## src/rtl/dma_axi_arbiter.sv

```systemverilog
// Scratchpad port arbiter: vector DMA owns the port by default, AXI bridge
// takes it for whole read/write bursts; read ownership follows the memory pipe.
module dma_axi_arbiter #(
  parameter int ADDRWIDTH = 11,
  parameter int NUMLANES  = 8,
  parameter int WIDTH     = 16,
  parameter int MEMLAT    = 1,
  parameter int LENW      = 8
) (
  input  logic                          clk,
  input  logic                          resetn,
  input  logic [NUMLANES*ADDRWIDTH-1:0] dma_addr,
  input  logic [NUMLANES*WIDTH-1:0]     dma_data,
  input  logic [NUMLANES-1:0]           dma_rden,
  input  logic [NUMLANES-1:0]           dma_wren,
  output logic                          dma_stall,
  output logic [NUMLANES*WIDTH-1:0]     dma_out,
  output logic [NUMLANES-1:0]           dma_rvalid,
  input  logic                          axi_req_valid,
  output logic                          axi_req_ready,
  input  logic                          axi_req_type,
  input  logic [ADDRWIDTH-1:0]          axi_addr,
  input  logic [LENW-1:0]               axi_len,
  input  logic [NUMLANES*WIDTH-1:0]     axi_wdata,
  input  logic                          axi_wvalid,
  output logic                          axi_wready,
  output logic [NUMLANES*WIDTH-1:0]     axi_rdata,
  output logic                          axi_rvalid,
  output logic [NUMLANES*ADDRWIDTH-1:0] mem_addr,
  output logic [NUMLANES*WIDTH-1:0]     mem_data,
  output logic [NUMLANES-1:0]           mem_rden,
  output logic [NUMLANES-1:0]           mem_wren,
  input  logic [NUMLANES*WIDTH-1:0]     mem_readdata
);

  typedef enum logic [1:0] {
    IDLE,
    AXI_RD,
    AXI_WR
  } state_t;

  state_t                          state;
  logic [ADDRWIDTH-1:0]            cur_addr;
  logic [LENW-1:0]                 remaining;
  logic [NUMLANES:0]               tag_q [MEMLAT];
  logic [NUMLANES:0]               tag_in;
  logic [NUMLANES*ADDRWIDTH-1:0]   lane_addr;
  logic                            beat;
  logic                            last;

  always_comb begin
    lane_addr = '0;
    for (int l = 0; l < NUMLANES; l++)
      lane_addr[l*ADDRWIDTH +: ADDRWIDTH] = cur_addr + ADDRWIDTH'(l);
  end

  always_comb begin
    beat = 1'b0;
    if (state == AXI_RD)
      beat = 1'b1;
    else if (state == AXI_WR)
      beat = axi_wvalid;
    last = (remaining == '0);
  end

  // Tag = {axi read, per-lane dma read} of the cycle's issued access
  always_comb begin
    tag_in = '0;
    if (state == AXI_RD)
      tag_in[NUMLANES] = 1'b1;
    else if (state == IDLE)
      tag_in[NUMLANES-1:0] = dma_rden;
  end

  always_ff @(posedge clk) begin
    if (!resetn) begin
      state     <= IDLE;
      cur_addr  <= '0;
      remaining <= '0;
      for (int i = 0; i < MEMLAT; i++)
        tag_q[i] <= '0;
    end else begin
      tag_q[0] <= tag_in;
      for (int i = 1; i < MEMLAT; i++)
        tag_q[i] <= tag_q[i-1];
      unique case (state)
        IDLE: begin
          if (axi_req_valid) begin
            cur_addr  <= axi_addr;
            remaining <= axi_len;
            state     <= axi_req_type ? AXI_WR : AXI_RD;
          end
        end
        AXI_RD, AXI_WR: begin
          if (beat) begin
            cur_addr  <= cur_addr + ADDRWIDTH'(NUMLANES);
            remaining <= remaining - LENW'(1);
            if (last)
              state <= IDLE;
          end
        end
        default: state <= IDLE;
      endcase
    end
  end

  always_comb begin
    dma_stall     = 1'b1;
    axi_req_ready = 1'b0;
    axi_wready    = 1'b0;
    mem_addr      = '0;
    mem_data      = '0;
    mem_rden      = '0;
    mem_wren      = '0;
    if (resetn) begin
      unique case (state)
        IDLE: begin
          dma_stall     = 1'b0;
          axi_req_ready = 1'b1;
          mem_addr      = dma_addr;
          mem_data      = dma_data;
          mem_rden      = dma_rden;
          mem_wren      = dma_wren;
        end
        AXI_RD: begin
          mem_addr = lane_addr;
          mem_rden = '1;
        end
        AXI_WR: begin
          axi_wready = 1'b1;
          if (axi_wvalid) begin
            mem_addr = lane_addr;
            mem_data = axi_wdata;
            mem_wren = '1;
          end
        end
        default: ;
      endcase
    end
  end

  assign axi_rvalid = resetn & tag_q[MEMLAT-1][NUMLANES];
  assign dma_rvalid = resetn ? tag_q[MEMLAT-1][NUMLANES-1:0] : '0;
  assign axi_rdata  = mem_readdata;
  assign dma_out    = mem_readdata;

endmodule

```

## config.mk

```make
export PLATFORM = sky130hd
export DESIGN_NAME = dma_axi_arbiter
export DESIGN_NICKNAME = d
export VERILOG_FILES = /design/src/rtl/dma_axi_arbiter.sv
export SDC_FILE = /design/constraint.sdc
export NUM_CORES = 1
export LEC_CHECK = 0
export ABC_CLOCK_PERIOD_IN_PS = 2600
export CAP_MARGIN = 10
export CORE_AREA = 2 2 389 391
export CTS_BUF_LIST = sky130_fd_sc_hd__clkbuf_8
export CTS_CLUSTER_SIZE = 8
export DETAILED_ROUTE_END_ITERATION = 7
export DIE_AREA = 0 0 391 393
export PLACE_DENSITY = 0.3
export SLEW_MARGIN = 40
export SYNTH_ARGS = -nofsm -noshare
export SYNTH_HDL_FRONTEND = slang
export SYNTH_SLANG_ARGS = --single-unit
```

## constraint.sdc

```tcl
create_clock -name clk -period 2.6 [get_ports clk]
set_input_delay 0.39 -clock clk [delete_from_list [all_inputs] [get_ports clk]]
set_output_delay 0.39 -clock clk [all_outputs]
set_load 0.01 [all_outputs]
```

Yosys cells after proc, flatten, opt, wreduce, memory -nomap -nowiden

Memories as Yosys holds them, arrays and structs flattened.
Index checks and enable logic that the tools add are counted.

$add $sub $neg: 9
Equality and inequality tests: 5
Mux-type cells: 38
Bitwise logic cells: 1
Reductions and logical operators: 7

Operators by type and width:

| kind                  | number |
|---|---|
| $pmux 88 s3           | 1 |
| $mux 128              | 2 |
| $pmux 128 s2          | 1 |
| $mux 88               | 2 |
| $mux 8                | 8 |
| $pmux 8 s2            | 3 |
| $add 11x3->11 const B | 4 |
| $add 11x2->11 const B | 2 |
| $mux 11               | 2 |
| $pmux 11 s2           | 1 |
| $mux 1                | 12 |
| $add 11x1->11 const B | 1 |
| $add 11x4->11 const B | 1 |
| $mux 9                | 1 |
| $reduce_or 9->1       | 1 |
| $logic_not 8->1       | 1 |
| $mux 2                | 4 |
| $sub 8x1->8 const B   | 1 |
| $ne 2x2->1 const B    | 3 |
| $reduce_and 3->1      | 2 |
| $pmux 2 s2            | 1 |
| $eq 2x1->1 const B    | 1 |
| $eq 2x2->1 const B    | 1 |
| $logic_not 2->1       | 1 |
| other kinds (3)       | 3 |

Register bits: 21
Bits in writable memories: 9
Bits of input ports: 512
Output and inout port bits: 500
Logic and storage cells: 64
Memories: 1

Memories:

| name  | depth | bits a word | read ports | clocked after memory_dff | write ports | line | source |
|---|---|---|---|---|---|---|---|
| tag_q | 1     | 9           | 1          | 0                        | 1           | 45   | `logic [NUMLANES:0] tag_q [MEMLAT];` |

Depth between registers and ports, before layout

Depth in word-level cells: 5
Depth in mapped cells: 9
Depth with buffers taken out: 6

Least setup slack after synthesis

No wires, ideal clock.

Kind: register to output
Start: register cur_addr[2]
End: output mem_addr[72]
Data arrival time: 1.759 ns
Data required time: 2.210 ns
Slack: 0.451 ns
Stages on the path, launching flop included: 8
Buffers on the path: 1
Cell sequence: dfxtp_1 -> clkbuf_1 -> inv_1 -> ha_1 -> a21oi_1 -> nor2_1 -> xnor2_1 -> o21ai_0

Word-level cells in the longest chain between the ends: 4

Ends and longest elaborated chain:

| what                   | line | source |
|---|---|---|
| from (decl)            | 43   | `logic [ADDRWIDTH-1:0] cur_addr;` |
| from (signal assigned) | 89   | `cur_addr <= axi_addr;` |
| from (signal assigned) | 96   | `cur_addr <= cur_addr + ADDRWIDTH'(NUMLANES);` |
| $add 11x3->11 *        | 54   | `lane_addr[l*ADDRWIDTH +: ADDRWIDTH] = cur_addr + ADDRWIDTH'(l);` |
| $mux 88                | 131  | `if (axi_wvalid) begin` |
| $pmux 88 s3 *          | 116  | `unique case (state)` |
| $mux 88 *              | 115  | `if (resetn) begin` |
| to (decl)              | 29   | `output logic [NUMLANES*ADDRWIDTH-1:0] mem_addr,` |

Every way passes the cells marked *; elsewhere a longest branch is shown, timed or not.

Worst setup path in the final report

Start: register state[0]
End: output mem_data[96]

Word-level cells in the longest chain between the ends: 3
Elaborated cells between the ends (all ways): 4
Classes of those cells: eq/ne: 1; mux: 2; reduce/logical: 1

Ends and longest elaborated chain:

| what                                          | line | source |
|---|---|---|
| from (decl)                                   | 42   | `state_t state;` |
| from (signal assigned)                        | 91   | `state <= axi_req_type ? AXI_WR : AXI_RD;` |
| $eq 2x2->1 or $logic_not 2->1 (tied branches) | 116  |  |
| $pmux 128 s2 *                                | 116  |  |
| $mux 128 *                                    | 115  |  |
| to (decl)                                     | 30   | `output logic [NUMLANES*WIDTH-1:0] mem_data,` |

Marks and branches as above.

==> flow_summary.yaml <==
place:
  place_inst: 3563
  dp_hpwl_mm: 91.8
  gp_congestion: 0.849
  io_buffers: 627
  placedInstanceArea_sq_um: 16100
  pre_cts_ws_ns: -0.623
synthesis:
  synth_area_sq_um: 7390
  yosysSeqAreaShare_pct: 8.13
  postSynthCellCount: 1137
  synth_edf_count: 0
  synth.avg_cell_area_sq_um: 6.50
  ys_warn_count: 0
  async_reset_ff_share_pct: 0
  ys_types: 54
  ys_ff_latch: 30
  synth_fp_nets: 1666
  synth-main-ff-cell: "dfxtp_1"
clock_network:
  htreeDepth: 2
  hold_buffers: 0
  cts_root_buf: "clkbuf_8"
  cts_tree: "built"
  path_clk_slew_ns: 0.09
  clock_sinks: 30
  cts_inserted_buffers: 5
  clock_path_buffers: 2
  clk_latency_ns: 0.32
floorplanning:
  initial_core_util_pct: 4.95
  rows: 142
  core_sq_um: 149000
  die_x_microns: 391
  die_h_microns: 393
  pin_count: 1012
  dieArea_sq_um: 154000
power_and_ir_drop:
  powerDensity_nw_per_um2: 389
  combPwrFrac_pct: 85.4
  ir_drop_mv: 0.161
  power.net_switching_uw: 3430
  p_int_uw: 3960
  power.share.clock_pct: 6.5
  p_seq_share_pct: 8.1
  p_sw_share_pct: 46.5
  power_leakage_uw: 0.00714
run:
  drv_cap: 0
global_routing:
  antenna_found_initial: 62
  grt_pass1_wl_mm: 128
  grt_pass1_vias: 11100
  grt_max_degree: 32
  grt_util_all_layers_pct: 13.1
  gr-total-overflow: 0
worst_setup_path:
  cp_num_buf_inv: 7
  crit_slowest_cell: "a22oi_2"
  cpMostUsedCell: "buf_12"
  required_ns: 2.21
  startpoint_type: "flip-flop"
  crit_path_end: "mem_data[96]"
  cp-startpoint: "state[0]"
  critPathMaxStageDelay_ns: 0.44
  rrSetupSlack_ns: 0.27
  cpLargestDelayFamily: "buffers and inverters"
  worstPathMaxFanout: 8
  crit_type: "flip-flop to output pin"
  rr_startpoint: "state[0]"
  worstSetupEndpointType: "output pin"
  reg2reg_to: "cur_addr[3]"
  rr_worst_depth: 11
  crit_chain: "inv_4 -> buf_6 -> ha_4 -> buf_12 -> buf_16 -> buf_12 -> buf_12 -> a22oi_2 -> nor2_2 -> buf_12"
  crit_cells: 10
  arrival_ns: 2.37
sta:
  fmax_mhz: 363
  tightest_slew_ns: 0.583
  skew_ns: 0.00797
  max_slew_margin_pct: 61.1
  setup_viol: 18
  finalCritPeriodShare_pct: 106
  rsz0062_at_grt: "yes"
  fin_setup_tns_ns: -0.781
  finalHoldViolCount: 0
  finalCriticalPeriod_ns: 2.76
  slew_violations: 0
  setup_ws_ns: -0.157
layout:
  final_cells: 3679
  area_delta_synth_final_pct: 157
  fin_nets: 2251
  drive_gt1_share_pct: 44.2
  fin_area_sq_um: 19000
  multi_input_area_sq_um: 5760
  regArea_sq_um: 622
  fill_cells: 17200
drt:
  drc: 0
  wire_per_inst_microns: 29.2
  dr.pass1.iters: 4
  drt_iter0_drc: 481
  num_vias: 10900
  wirelength_mm: 107
  ant_nets: 0
  vias_per_cell: 2.96
run_status:
  violations: "setup timing"
  outcome: "finished with violations"
hold_path:
  hold_path.class: "flip-flop to flip-flop"
==> tightest hold or removal path, stage by stage, from the launching register on <==
cell and delay [ns]:
dfxtp_1 0.32, nand2_1 0.06, o32ai_1 0.07
==> metrics by stage <==
step	utilization, %	hold slack, ns	power (uW)
3_3_place_gp	10.8	0.477	5820
6_report	12.7	0.494	7390
2_1_floorplan	-	0.446	2590
4_1_cts	12.3	0.493	7310
3_5_place_dp	10.8	0.476	5800
5_1_grt	12.7	0.534	7820
==> cell usage after synthesis (2+ instances only) <==
master	count	area [sq um]
buf_4	258	1940
nor2_1	200	751
a22oi_1	162	1220
nand2_1	79	297
buf_2	46	230
clkbuf_1	46	173
xnor2_1	44	385
o21ai_0	38	190
a21oi_1	34	170
dfxtp_1	30	601
and2_1	23	144
a21o_1	19	143
ha_1	17	213
nor3_1	15	75.1
inv_1	12	45.0
nor2b_1	11	68.8
xor2_1	11	96.3
nand3_1	8	40.0
o21ai_1	8	40.0
nand2b_1	7	43.8
nand4_1	6	37.5
a21boi_0	5	37.5
and3_1	5	31.3
buf_1	5	18.8
a31oi_1	4	25.0
o2bb2ai_1	4	35.0
and4_1	3	26.3
o211ai_1	3	22.5
o22ai_1	3	18.8
a311oi_1	2	17.5
a32o_1	2	20.0
mux2i_1	2	20.0
o211a_1	2	20.0
o221a_2	2	22.5
or3_1	2	12.5
==> cell usage in the layout, fill, tap and decap left out, types with 39 or more instances in the layout <==
master / instances
clkbuf_2: 61
buf_4: 198
clkdlybuf4s50_1: 392
nor2_1: 126
buf_6: 56
buf_12: 106
a22oi_1: 42
nand2_1: 71
a22oi_2: 120
nor2_4: 39
==> sequential cells by signal, summed over array words and instances, names as in the netlist <==
name	cells
state	2
cur_addr	11
remaining	8
tag_q	9
==> kinds of logic after synthesis <==
family | count (synthesis) | synth area share [%]
multiplexers | 2 | 0.271
adder cells (fa/ha/maj) | 17 | 2.88
AO/OA/AOI/OAI | 299 | 28.1
buffers and inverters | 368 | 32.6
XOR/XNOR | 55 | 6.52
flip-flops | 30 | 8.13
AND/OR/NAND/NOR | 366 | 21.6
==> layer usage <==
layer	up-vias	track usage (%)	wire length [microns]
met1	5044	11.9	33400
met3	209	8.42	15500
met5	-	1.02	696
met2	730	23.8	54600
met4	74	3.26	3170
li1	4823	-	-
==> layout make-up <==
| cell class | count | share of cell area [%] |
|---|---|---|
| inverters | 13 | 0.283 |
| repair buffers | 932 | 52.7 |
| diodes | 12 | 0.158 |
| multi-input cells | 740 | 30.3 |
| flip-flops and latches | 30 | 3.27 |
| clock buffers | 6 | 0.435 |
| clock inverters | 2 | 0.0658 |
| well taps | 1944 | 12.8 |
==> power by group through the flow <==
stage | clock network [uW] | logic (uW) | registers (uW)
after floorplan | 0 | 2020 | 568
after global routing | 529 | 6690 | 608
after detailed placement | 0 | 5190 | 607
final | 480 | 6310 | 598
after global placement | 0 | 5210 | 608
after CTS | 518 | 6190 | 603
==> worst min path at each step <==
stage / slack (ns) / end / depth (start not counted) / startpoint
2_1_floorplan: 0.45 / remaining[6] / 2 / remaining[6]
3_3_place_gp: 0.48 / remaining[6] / 2 / remaining[6]
3_5_place_dp: 0.48 / remaining[6] / 2 / remaining[6]
4_1_cts: 0.49 / remaining[6] / 2 / remaining[6]
5_1_grt: 0.53 / remaining[6] / 2 / remaining[6]
6_report: 0.49 / remaining[6] / 2 / remaining[6]
==> what timing repair did <==
| action | in CTS | in global routing |
|---|---|---|
| cloned | 19 | 5 |
| pin swaps | 54 | 53 |
| setup endpoints to repair | 232 | 186 |
| gates resized for setup | 567 | 291 |
| setup buffers | 54 | 42 |
Note: power is estimated with default switching activity, not from simulation.
